$ cat config.mk
export PLATFORM = sky130hd
export DESIGN_NAME = rv32_decode_stage
export DESIGN_NICKNAME = d
export VERILOG_FILES = /design/src/rtl/rv32_decode_stage.sv
export SDC_FILE = /design/constraint.sdc
export NUM_CORES = 1
export LEC_CHECK = 0
export ABC_AREA = 0
export BUFFER_PORTS_ARGS = -buffer_cell sky130_fd_sc_hd__buf_2
export CAP_MARGIN = 0
export CORE_MARGIN = 2
export CORE_UTILIZATION = 40
export DETAILED_ROUTE_END_ITERATION = 6
export GPL_ROUTABILITY_DRIVEN = 0
export PLACE_DENSITY = 0.68
export SLEW_MARGIN = 10
export SYNTH_ARGS = -nofsm -noshare
export SYNTH_HDL_FRONTEND = slang
export SYNTH_SLANG_ARGS = --single-unit
$ cat constraint.sdc
create_clock -name CLK -period 9.1 [get_ports CLK]
set_clock_uncertainty 0.2 [all_clocks]
set_input_delay 0.455 -clock CLK [delete_from_list [all_inputs] [get_ports CLK]]
set_output_delay 0.455 -clock CLK [all_outputs]
set_load 0.02 [all_outputs]
$ cat src/rtl/rv32_decode_stage.sv
// rv32_decode_stage
// Registered RV32I decode stage sitting between fetch and execute.
//
// An instruction accepted on the input handshake is decoded combinationally
// and captured either into the main output register or, when execute is
// stalling, into a one-entry skid register. in_ready is a flop, so fetch
// never sees a combinational path from out_ready.
//
// Ports:
//   CLK, RESETn       clock, synchronous active-low reset
//   flush             drops every held entry (and any same-cycle input)
//   in_valid/in_ready fetch-side handshake; in_instr / in_pc payload
//   out_valid/out_ready execute-side handshake
//   out_pc, out_rd, out_rs1, out_rs2, out_imm, out_alu_ctrl, out_alu_src,
//   out_reg_w, out_mem_w, out_mem_to_reg, out_branch, out_jump,
//   out_funct3, out_illegal   decoded entry fields
//
// Build option:
//   RV32M_EN  when defined, funct7=0x01 on OP decodes the M extension
//             (alu_ctrl 16..23); otherwise those encodings are illegal.
//
// Register index and funct3 fields are always passed through raw from the
// instruction word, whether or not the format uses them.
module rv32_decode_stage #(
  parameter int PC_W   = 32,
  parameter int ALUC_W = 5
) (
  input  logic              CLK,
  input  logic              RESETn,
  input  logic              flush,
  input  logic              in_valid,
  output logic              in_ready,
  input  logic [31:0]       in_instr,
  input  logic [PC_W-1:0]   in_pc,
  output logic              out_valid,
  input  logic              out_ready,
  output logic [PC_W-1:0]   out_pc,
  output logic [4:0]        out_rd,
  output logic [4:0]        out_rs1,
  output logic [4:0]        out_rs2,
  output logic [31:0]       out_imm,
  output logic [ALUC_W-1:0] out_alu_ctrl,
  output logic              out_alu_src,
  output logic              out_reg_w,
  output logic              out_mem_w,
  output logic              out_mem_to_reg,
  output logic              out_branch,
  output logic              out_jump,
  output logic [2:0]        out_funct3,
  output logic              out_illegal
);

  localparam logic [6:0] OP_REG    = 7'b0110011;
  localparam logic [6:0] OP_IMM    = 7'b0010011;
  localparam logic [6:0] OP_LOAD   = 7'b0000011;
  localparam logic [6:0] OP_STORE  = 7'b0100011;
  localparam logic [6:0] OP_BRANCH = 7'b1100011;
  localparam logic [6:0] OP_JAL    = 7'b1101111;
  localparam logic [6:0] OP_JALR   = 7'b1100111;
  localparam logic [6:0] OP_LUI    = 7'b0110111;
  localparam logic [6:0] OP_AUIPC  = 7'b0010111;

  typedef enum logic [4:0] {
    ALU_ADD = 5'd0, ALU_SUB = 5'd1, ALU_XOR = 5'd2, ALU_OR = 5'd3,
    ALU_AND = 5'd4, ALU_SLL = 5'd5, ALU_SRL = 5'd6, ALU_SRA = 5'd7,
    ALU_SLT = 5'd8, ALU_SLTU = 5'd9, ALU_PASS_B = 5'd10
  } alu_op_t;

  typedef enum logic [1:0] {S_EMPTY, S_ONE, S_TWO} state_t;

  typedef struct packed {
    logic [PC_W-1:0]   pc;
    logic [4:0]        rd;
    logic [4:0]        rs1;
    logic [4:0]        rs2;
    logic [31:0]       imm;
    logic [ALUC_W-1:0] alu_ctrl;
    logic              alu_src;
    logic              reg_w;
    logic              mem_w;
    logic              mem_to_reg;
    logic              branch;
    logic              jump;
    logic [2:0]        funct3;
    logic              illegal;
  } entry_t;

  // Shared by OP and OP-IMM: funct3 selects the operation, alt picks
  // SUB over ADD and SRA over SRL.
  function automatic logic [4:0] alu_op(input logic [2:0] f3, input logic alt);
    case (f3)
      3'd0:    alu_op = alt ? ALU_SUB : ALU_ADD;
      3'd1:    alu_op = ALU_SLL;
      3'd2:    alu_op = ALU_SLT;
      3'd3:    alu_op = ALU_SLTU;
      3'd4:    alu_op = ALU_XOR;
      3'd5:    alu_op = alt ? ALU_SRA : ALU_SRL;
      3'd6:    alu_op = ALU_OR;
      default: alu_op = ALU_AND;
    endcase
  endfunction

  logic [6:0]  opcode, funct7;
  logic [2:0]  funct3;
  logic [31:0] imm_i, imm_s, imm_b, imm_u, imm_j;
  logic [4:0]  alu_code;
  logic        illegal;
  entry_t      dec;

  assign opcode = in_instr[6:0];
  assign funct3 = in_instr[14:12];
  assign funct7 = in_instr[31:25];

  assign imm_i = {{20{in_instr[31]}}, in_instr[31:20]};
  assign imm_s = {{20{in_instr[31]}}, in_instr[31:25], in_instr[11:7]};
  assign imm_b = {{19{in_instr[31]}}, in_instr[31], in_instr[7],
                  in_instr[30:25], in_instr[11:8], 1'b0};
  assign imm_u = {in_instr[31:12], 12'b0};
  assign imm_j = {{11{in_instr[31]}}, in_instr[31], in_instr[19:12],
                  in_instr[20], in_instr[30:21], 1'b0};

  always_comb begin
    // NOTE: every signal written here gets a default first, so no path can
    // leave one unassigned and infer a latch.
    dec          = '0;
    alu_code     = ALU_ADD;
    illegal      = 1'b0;
    dec.pc       = in_pc;
    dec.rd       = in_instr[11:7];
    dec.rs1      = in_instr[19:15];
    dec.rs2      = in_instr[24:20];
    dec.funct3   = funct3;

    case (opcode)
      OP_REG: begin
        dec.reg_w = 1'b1;
        if (funct7 == 7'h00 ||
            (funct7 == 7'h20 && (funct3 == 3'd0 || funct3 == 3'd5)))
          alu_code = alu_op(funct3, funct7[5]);
`ifdef RV32M_EN
        else if (funct7 == 7'h01)
          alu_code = {2'b10, funct3};  // MUL..REMU map to 16..23
`endif
        else
          illegal = 1'b1;
      end
      OP_IMM: begin
        dec.reg_w   = 1'b1;
        dec.alu_src = 1'b1;
        dec.imm     = imm_i;
        // Only the shift forms carry a funct7 in imm[11:5].
        alu_code = alu_op(funct3, funct3 == 3'd5 && funct7[5]);
        illegal  = (funct3 == 3'd1 && funct7 != 7'h00) ||
                   (funct3 == 3'd5 && funct7 != 7'h00 && funct7 != 7'h20);
      end
      OP_LOAD: begin
        dec.reg_w      = 1'b1;
        dec.alu_src    = 1'b1;
        dec.mem_to_reg = 1'b1;
        dec.imm        = imm_i;
      end
      OP_STORE: begin
        dec.mem_w   = 1'b1;
        dec.alu_src = 1'b1;
        dec.imm     = imm_s;
      end
      OP_BRANCH: begin
        // alu_src stays 0: rs2 is the compare operand; ADD is for the target.
        dec.branch = 1'b1;
        dec.imm    = imm_b;
      end
      OP_JAL: begin
        dec.jump    = 1'b1;
        dec.reg_w   = 1'b1;
        dec.alu_src = 1'b1;
        dec.imm     = imm_j;
      end
      OP_JALR: begin
        dec.jump    = 1'b1;
        dec.reg_w   = 1'b1;
        dec.alu_src = 1'b1;
        dec.imm     = imm_i;
      end
      OP_LUI: begin
        dec.reg_w   = 1'b1;
        dec.alu_src = 1'b1;
        dec.imm     = imm_u;
        alu_code    = ALU_PASS_B;
      end
      OP_AUIPC: begin
        dec.reg_w   = 1'b1;
        dec.alu_src = 1'b1;
        dec.imm     = imm_u;
      end
      default: illegal = 1'b1;
    endcase

    if (illegal) begin
      dec.reg_w  = 1'b0;
      dec.mem_w  = 1'b0;
      dec.branch = 1'b0;
      dec.jump   = 1'b0;
    end
    if (dec.rd == 5'd0) dec.reg_w = 1'b0;
    dec.illegal  = illegal;
    dec.alu_ctrl = ALUC_W'(alu_code);
  end

  state_t state;
  entry_t main_q, skid_q;
  logic   in_hs, out_hs;

  assign in_hs  = in_valid & in_ready;
  assign out_hs = out_valid & out_ready;

  always_ff @(posedge CLK) begin
    // NOTE: sequential state uses non-blocking assignments so every flop
    // samples the pre-edge values regardless of statement order.
    if (!RESETn) begin
      state     <= S_EMPTY;
      out_valid <= 1'b0;
      in_ready  <= 1'b1;
      main_q    <= '0;
    end else if (flush) begin
      state     <= S_EMPTY;
      out_valid <= 1'b0;
      in_ready  <= 1'b1;
    end else begin
      case (state)
        S_EMPTY: if (in_hs) begin
          main_q    <= dec;
          out_valid <= 1'b1;
          state     <= S_ONE;
        end
        S_ONE: begin
          if (in_hs && out_hs) begin
            main_q <= dec;
          end else if (in_hs) begin
            in_ready <= 1'b0;
            state    <= S_TWO;
          end else if (out_hs) begin
            out_valid <= 1'b0;
            state     <= S_EMPTY;
          end
        end
        S_TWO: if (out_hs) begin
          main_q   <= skid_q;
          in_ready <= 1'b1;
          state    <= S_ONE;
        end
        default: begin
          state     <= S_EMPTY;
          out_valid <= 1'b0;
          in_ready  <= 1'b1;
        end
      endcase
    end
  end

  // NOTE: the skid register has no reset; it is only ever read after being
  // written in the same ONE->TWO transition that marks it valid.
  always_ff @(posedge CLK) begin
    if (state == S_ONE && in_hs && !out_hs) skid_q <= dec;
  end

  assign out_pc         = main_q.pc;
  assign out_rd         = main_q.rd;
  assign out_rs1        = main_q.rs1;
  assign out_rs2        = main_q.rs2;
  assign out_imm        = main_q.imm;
  assign out_alu_ctrl   = main_q.alu_ctrl;
  assign out_alu_src    = main_q.alu_src;
  assign out_reg_w      = main_q.reg_w;
  assign out_mem_w      = main_q.mem_w;
  assign out_mem_to_reg = main_q.mem_to_reg;
  assign out_branch     = main_q.branch;
  assign out_jump       = main_q.jump;
  assign out_funct3     = main_q.funct3;
  assign out_illegal    = main_q.illegal;

endmodule
# Word level (Yosys, flattened, before mapping)
# Index checks and enable logic that the tools add are counted.
# word_totals
latch_bits	0
ram_bits	0
out_inout_bits	96
memories	0
word_cells	132
rom_bits	0
reg_bits	192
# classes
order_cmp	0
n_eq_ne	27
mux	39
bitwise	6
reduce_logical	29
div_mod_pow	0
shifts	0
mul	0
add_sub_neg	0
# op_table
cell	n
$mux 94	3
$pmux 94 s3	1
$pmux 32 s5	1
$pmux 4 s7	2
$eq 7x6->1 const B	4
$eq 7x7->1 const B	3
$reduce_or 7->1	3
$mux 1	19
$pmux 5 s3	1
$eq 7x5->1 const B	2
$mux 2	7
$ne 2x2->1 const B	7
$reduce_and 5->1	2
$eq 3x3->1 const B	3
$pmux 1 s3	3
$logic_and 1x1->1	8
$reduce_and 4->1	2
$eq 7x2->1 const B	1
$logic_not 7->1	1
$ne 7x6->1 const B	1
$reduce_bool 7->1	1
$eq 3x2->1 const B	2
$pmux 2 s3	1
$reduce_or 2->1	3
14 further kinds	20

# Logic depth before layout (Yosys ltp)
# Gate-level depths: netlist (run 1).
# depth
word_depth	10
ltp_mapped	9
mapped_depth_nobuf	6

# Worst setup path after synthesis (run 1)
# No wires, ideal clock.
# synth_timing
path_kind	in2reg
start	in out_ready
end	reg skid_q[0] (netlist bit) (enable)
path_stages	3
t_required_ns	8.438
arrival_ns	2.964
setup_slack_ns	5.474
cell_sequence	nand2_1 and4b_1 and2_1
# synth_between
elab_chain_cells	3
# synth_lines
element	line	rtl
start: declaration	36	input logic out_ready,
$and 1x1->1	214	assign out_hs = out_valid & out_ready;
$logic_not 1->1	263	if (state == S_ONE && in_hs && !out_hs) skid_q <= dec;
$logic_and 1x1->1	263	
end signal: assignment	263	
end: declaration	210	entry_t main_q, skid_q;
# Every way passes these cells.
# A chain may end at the register's enable or synchronous reset.

# Worst setup path in the final report (run 1)
# layout_timing
start	reg state[1]
end	reg main_q, in the netlist out_mem_to_reg
# layout_between
elab_chain_cells	3
elab_cells_between_ends	9
classes_between	eq/ne: 5; mux: 1; reduce/logical: 3
# layout_lines
element	line	rtl
start: declaration	209	state_t state;
start signal: assignment	220	state <= S_EMPTY;
start signal: assignment	225	state <= S_EMPTY;
start signal: assignment	233	state <= S_ONE;
$eq 2x1->1 (tied with other cells)	229	case (state)
$ne 2x2->1 (no source line) or $reduce_bool 3->1 (tied branches)	--	
$reduce_and 5->1 (no source line)	--	
end signal: assignment	247	main_q <= skid_q;
end: declaration	210	
# Several ways; a longest one is shown, not always the timed one.

==> results of run 1 <==
layout make-up:
class	count	area [sq um]
clock buffer	21	440.4
clock inverter	11	92.59
fill	1903	10160
inverter	10	37.54
multi-input combinational	498	2928
sequential	190	4735
tap	265	331.6
timing repair buffer	169	865.8
stage by stage:
step	worst slack [ps]	hold WS (ps)	instance area (sq um)
finish	5674	19.11	9430
global placement	5610	254.0	8887
CTS	5624	5.209	9420
detailed placement	5579	257.6	8887
global route	5385	1.131	9430
floorplan	5474	278.5	8049
cell usage after synthesis, types with 5 or more instances:
master / count
nand2_1: 149
dfxtp_1: 97
edfxtp_1: 93
nand3_1: 75
o211a_1: 54
a21oi_1: 39
nor2_1: 39
clkbuf_1: 27
o21ai_0: 22
buf_2: 15
o31ai_1: 13
a221oi_1: 10
inv_1: 10
o211ai_1: 10
and2_1: 9
o221ai_1: 8
buf_6: 7
a22o_1: 6
buf_4: 5
nand2b_1: 5
nor2b_1: 5
worst paths after layout:
kind / start / endpoint / slack [ps] / cells after the start
setup / recovery: state[1] / out_mem_to_reg / 5670 / 6
hold / removal: in_pc[6] / skid_q[68] / 20 / 1
setup reg to reg: state[1] / out_mem_to_reg / 5670 / 6
hold reg to reg: out_imm[29] / out_imm[29] / 260 / 2
cells by family (layout without fill, tap and decap cells):
family / Yosys count / count (layout)
AOI/OAI and AO/OA: 179 / 179
other: 1 / 1
buffers and inverters: 74 / 211
muxes: 3 / 3
DFF: 190 / 190
xor gates and xnor gates: 2 / 2
and+or+nand+nor: 313 / 313
metal layers:
layer / global-route usage [%] / share of wire [%] / up-vias
li1: - / - / 3010
met1: 26.46 / 46 / 2959
met2: 31.27 / 48 / 147
met3: 4.545 / 5.0 / 14
met4: 5.196 / 1.2 / 0
met5: 0 / 0 / -
power by group through the flow:
stage / sequential, mW / combinational [mW] / clock [mW]
final: 0.948 / 0.186 / 0.686
after global routing: 0.952 / 0.203 / 0.740
after CTS: 0.948 / 0.188 / 0.700
after detailed placement: 0.967 / 0.188 / 0
after global placement: 0.966 / 0.185 / 0
after floorplan: 0.997 / 0.0881 / 0
what timing repair did:
| action | CTS | global route |
|---|---|---|
| hold buffers | 0 | 1 |
| setup buffers | 0 | 0 |
| hold endpoints to repair | 0 | 1 |
==> impl_metrics.env, run 1 <==
export IMPL_grt_max_degree=104
export IMPL_path_class="reg -> reg"
export IMPL_clock_sinks=190
export IMPL_htreeDepth=4
export IMPL_hold_path_class="in -> reg"
export IMPL_area_growth_pct=17.16
export IMPL_ys_ff_latch=190
export IMPL_final_cell_mix="buf_2 (162), nand2_1 (149), dfxtp_1 (97)"
export IMPL_wl_per_cell_um=17.76
export IMPL_powerDensity_nw_per_um2=193.1
export IMPL_synth_compound_area_share_pct=16.99
export IMPL_routed_wl_um=20670
export IMPL_slew_headroom_pct=24.44
export IMPL_syn_num_nets=831
export IMPL_rsz0062_at_grt="no"
export IMPL_finalHoldViolCount=0
export IMPL_cp_top_family="simple AND/OR/NAND/NOR gates"
export IMPL_nets=955
export IMPL_dieArea_sq_um=21270
export IMPL_finalSetupViolations=0
export IMPL_layout_min_cycle_time_ps=3426
export IMPL_worstMarginPinSlew_ps=1133
export IMPL_clk_latency_ps=420
export IMPL_synth_warnings=0
export IMPL_p_total_mw=1.821
export IMPL_cp_end_kind="register"
export IMPL_grt_usage_pct=19.45
export IMPL_instances_no_fill=1164
export IMPL_clockBufferDepth=2
export IMPL_synthSimpleGateAreaFrac_pct=18.39
export IMPL_p_seq_share_pct=52.1
export IMPL_drc=0
export IMPL_drt_iter0_markers=437
export IMPL_utilization_pct=48.14
export IMPL_initial_core_util_pct=41.09
export IMPL_synth_edf_count=93
export IMPL_p_int_mw=1.371
export IMPL_min_period_over_period_pct=37.64
export IMPL_die_h_um=145.9
export IMPL_slowest_stage="nor2b_4"
export IMPL_largest_reg_flops=93
export IMPL_path_cells="nand4b_1, o211ai_1, nor2b_4, buf_4, o311ai_0, o211a_1"
export IMPL_synth_top_family_by_area="simple AND/OR/NAND/NOR gates"
export IMPL_synthTopCellsByArea="edfxtp_1 (35%), dfxtp_1 (24%), nand2_1 (6.9%), o211a_1 (6.7%), nand3_1 (4.7%)"
export IMPL_grt_pass1_wl_um=33110
export IMPL_max_stage_delay_ps=850
export IMPL_fmax_mhz=291.9
export IMPL_syn_area_per_cell_sq_um=10.56
export IMPL_p_sw_mw=0.4498
export IMPL_antenna_found_initial=0
export IMPL_path_max_fanout=87
export IMPL_status="completed"
export IMPL_drive_above_1_share_pct=23.03
export IMPL_p_leak_nw=4.306
export IMPL_vias=6130
export IMPL_max_cap_violations=0
export IMPL_portBuffers=163
export IMPL_tns_ps=0
export IMPL_muxShareOfSynthArea_pct=0.4197
export IMPL_arrival_ps=3540
export IMPL_core_area_sq_um=19590
export IMPL_drtPass1Iterations=5
export IMPL_grt_pass1_vias=6101
export IMPL_die_w_um=145.9
export IMPL_viasPerCell=5.266
export IMPL_dominantRegCellSynth="dfxtp_1"
export IMPL_top_register="skid_q"
export IMPL_cts_buffers=17
export IMPL_synth_top_area_cell="edfxtp_1"
export IMPL_synthXorXnorAreaFrac_pct=0.2176
export IMPL_rows=51
export IMPL_slew_violations=0
export IMPL_dp_cells=1131
export IMPL_postSynth_asyncResetShare_pct=0
export IMPL_layout_commonest_cell="buf_2"
export IMPL_antennaDiodeCount=0
export IMPL_path_buf_inv=1
export IMPL_cp_start_kind="register"
export IMPL_swShare_pct=24.70
export IMPL_yosys_cell_types_count=59
export IMPL_clkPwrFrac_pct=37.7
export IMPL_clock_root_buffer="clkbuf_16"
export IMPL_worstPathRequired_ps=9220
export IMPL_synth_top_cell_area_share_pct=34.70
export IMPL_synthCells=762
export IMPL_gr_total_overflow=0
export IMPL_ios=165
export IMPL_cts_resized=0
export IMPL_ys_seq_area_share_pct=58.82
export IMPL_vdd_drop_max_v=0.0001266
export IMPL_clk_pin_slew_ps=70
export IMPL_power_frac_comb_pct=10.2
export IMPL_drtAntennaViolNets=0
export IMPL_dp_hpwl_um=13080
export IMPL_cts_tree="done"
export IMPL_netlist_area_sq_um=8049
export IMPL_synth_fa_ha_area_share_pct=0
Note: power is estimated with default switching activity, not from simulation.
==> run 2, diff against run 1 <==
- ABC_AREA: 0 -> 1
- PLACE_DENSITY: 0.68 -> 0.71
- clock period: 9.1 -> 2.84 ns (I/O delays scaled with it)
==> run 2 against run 1 <==
Sequential share of layout area shrank 2.0 points. Cell count increased by 8.3%. Design area is 4.2% higher. Critical path type is now in -> reg. Largest power group unchanged.
==> impl_metrics.env, run 2 <==
export IMPL_hold_depth=5
export IMPL_routed_wl_um=21100
export IMPL_drtPass1Iterations=5
export IMPL_synthCells=818
export IMPL_synth_top_family_by_area="compound AO/OA/AOI/OAI gates"
export IMPL_slowest_stage="dlygate4sd3_1"
export IMPL_pre_cts_slack_ps=697.6
export IMPL_synth_top_area_cell="edfxtp_1"
export IMPL_tns_ps=0
export IMPL_synthTopCellsByArea="edfxtp_1 (36%), dfxtp_1 (25%), nand2_1 (9.9%), o21ai_0 (5.7%), a21oi_1 (5.5%)"
export IMPL_synth_compound_area_share_pct=19.41
export IMPL_htreeDepth=4
export IMPL_p_leak_nw=4.223
export IMPL_dp_cells=1168
export IMPL_clock_root_buffer="clkbuf_16"
export IMPL_final_cell_mix="nand2_1 (202), buf_2 (163), dfxtp_1 (97)"
export IMPL_slew_violations=0
export IMPL_worstPathRequired_ps=2970
export IMPL_cp_start_kind="input port"
export IMPL_largest_reg_flops=93
export IMPL_instances_no_fill=1261
export IMPL_vdd_drop_max_v=0.0004139
export IMPL_grt_pass1_vias=6171
export IMPL_vias=6637
export IMPL_cp_end_kind="register"
export IMPL_drc=0
export IMPL_die_w_um=142.5
export IMPL_path_max_fanout=13
export IMPL_viasPerCell=5.263
export IMPL_clockBufferDepth=2
export IMPL_synth_edf_count=93
export IMPL_syn_area_per_cell_sq_um=9.386
export IMPL_min_period_over_period_pct=80.58
export IMPL_hold_path_class="in -> reg"
export IMPL_synth_top_cell_area_share_pct=36.38
export IMPL_rsz0062_at_grt="no"
export IMPL_worstMarginPinSlew_ps=1082
export IMPL_status="completed"
export IMPL_multiInputGateArea_sq_um=2542
export IMPL_met3_usage_pct=3.769
export IMPL_muxShareOfSynthArea_pct=0
export IMPL_slew_headroom_pct=27.86
export IMPL_grt_pass1_wl_um=32560
export IMPL_clock_sinks=190
export IMPL_antenna_found_initial=0
export IMPL_antennaDiodeCount=0
export IMPL_grt_max_degree=95
export IMPL_max_stage_delay_ps=530
export IMPL_synth_warnings=0
export IMPL_nets=1083
export IMPL_yosys_cell_types_count=30
export IMPL_fmax_mhz=437.0
export IMPL_dieArea_sq_um=20320
export IMPL_busiest_layer="met2"
export IMPL_r2r_cells=8
export IMPL_layout_commonest_cell="nand2_1"
export IMPL_finalHoldViolCount=0
export IMPL_register_area_sq_um=4735
export IMPL_ios=165
export IMPL_powerDensity_nw_per_um2=628.5
export IMPL_portBuffers=163
export IMPL_grt_use_met1_pct=27.77
export IMPL_clk_pin_slew_ps=70
export IMPL_met2_usage_pct=33.50
export IMPL_utilization_pct=52.33
export IMPL_ys_seq_area_share_pct=61.67
export IMPL_syn_num_nets=887
export IMPL_arrival_ps=2420
export IMPL_layout_setup_ws_ps=551.5
export IMPL_cts_buffers=17
export IMPL_path_class="in -> reg"
export IMPL_ys_ff_latch=190
export IMPL_synth_fa_ha_area_share_pct=0
export IMPL_finalSetupViolations=0
export IMPL_drive_above_1_share_pct=20.55
export IMPL_core_area_sq_um=18770
export IMPL_drt_iter0_markers=512
export IMPL_postSynth_asyncResetShare_pct=0
export IMPL_nFillCells=1715
export IMPL_netlist_area_sq_um=7677
export IMPL_max_cap_violations=0
export IMPL_synthTopCellsByCount="nand2_1 (202), dfxtp_1 (97), edfxtp_1 (93)"
export IMPL_clk_latency_ps=430
export IMPL_cts_setup_buffers=0
export IMPL_dp_hpwl_um=13020
export IMPL_top_register="skid_q"
export IMPL_grt_usage_pct=20.47
export IMPL_drtAntennaViolNets=0
export IMPL_gr_total_overflow=0
export IMPL_dominantRegCellSynth="dfxtp_1"
export IMPL_wl_per_cell_um=16.73
export IMPL_path_cells="dlygate4sd3_1, buf_2, inv_2, nand3_1, inv_1, nand2_1, nand2_1, nor2_2, inv_1, nand2_1, inv_1, nand2_1, a21o_1, inv_1"
export IMPL_area_growth_pct=27.93
export IMPL_rows=50
export IMPL_synthSimpleGateAreaFrac_pct=13.49
export IMPL_die_h_um=142.5
export IMPL_synthXorXnorAreaFrac_pct=0
export IMPL_layout_min_cycle_time_ps=2288
export IMPL_yosysMostFrequentCell="nand2_1"
export IMPL_cts_tree="done"
export IMPL_initial_core_util_pct=40.91
## run 2: power breakdown
group,internal [mW],switching (mW)
Sequential,3.01,0.0638
Clock,1.23,1.07
Combinational,0.288,0.515
## run 2: cell type report
type,count,area share (%)
Timing Repair Buffer,232,15.64
Sequential cell,190,48.20
Multi-Input combinational cell,533,25.89
Clock buffer,18,4.369
Tap cell,234,2.981
Clock inverter,14,1.363
Inverter,40,1.554
## run 2: through the flow
| stage | hold slack [ps] | power [mW] | area [sq um] |
|---|---|---|---|
| floorplan | 40.87 | 3.578 | 7685 |
| global placement | 135.5 | 3.859 | 8648 |
| detailed placement | 137.1 | 3.870 | 8648 |
| CTS | 7.278 | 6.213 | 9822 |
| global route | 29.78 | 6.424 | 9822 |
| finish | 38.96 | 6.173 | 9822 |
## run 2: path summary, 6_finish.rpt
check,from,to,slack [ps]
setup / recovery,in_instr[4],out_imm[10],550
hold / removal,in_instr[5],out_jump,40
setup reg to reg,state[1],out_imm[8],690
hold reg to reg,in_ready,in_ready,310
## run 2: layer usage
metal | wire length, um | share of wire [%]
met1 | 9460 | 45
met2 | 10160 | 48
met3 | 1202 | 5.7
met4 | 278 | 1.3
met5 | 0 | 0
## run 2: what timing repair did
item	4_1_cts	5_1_grt
hold buffers	61	0
gates resized for setup	0	0
hold endpoints to repair	162	0
## run 2: critical path, delay by kind of cell
kind                   cells  cell delay [ps]
buffers and inverters      7             1150
and+or+nand+nor            6              990
AOI/OAI and AO/OA          1              130
## run 2: cells by family (layout without fill, tap and decap cells)
family,after synthesis,in the layout
AOI/OAI and AO/OA,270,270
and+or+nand+nor,262,262
DFF,190,190
other,1,1
buffers and inverters,95,304
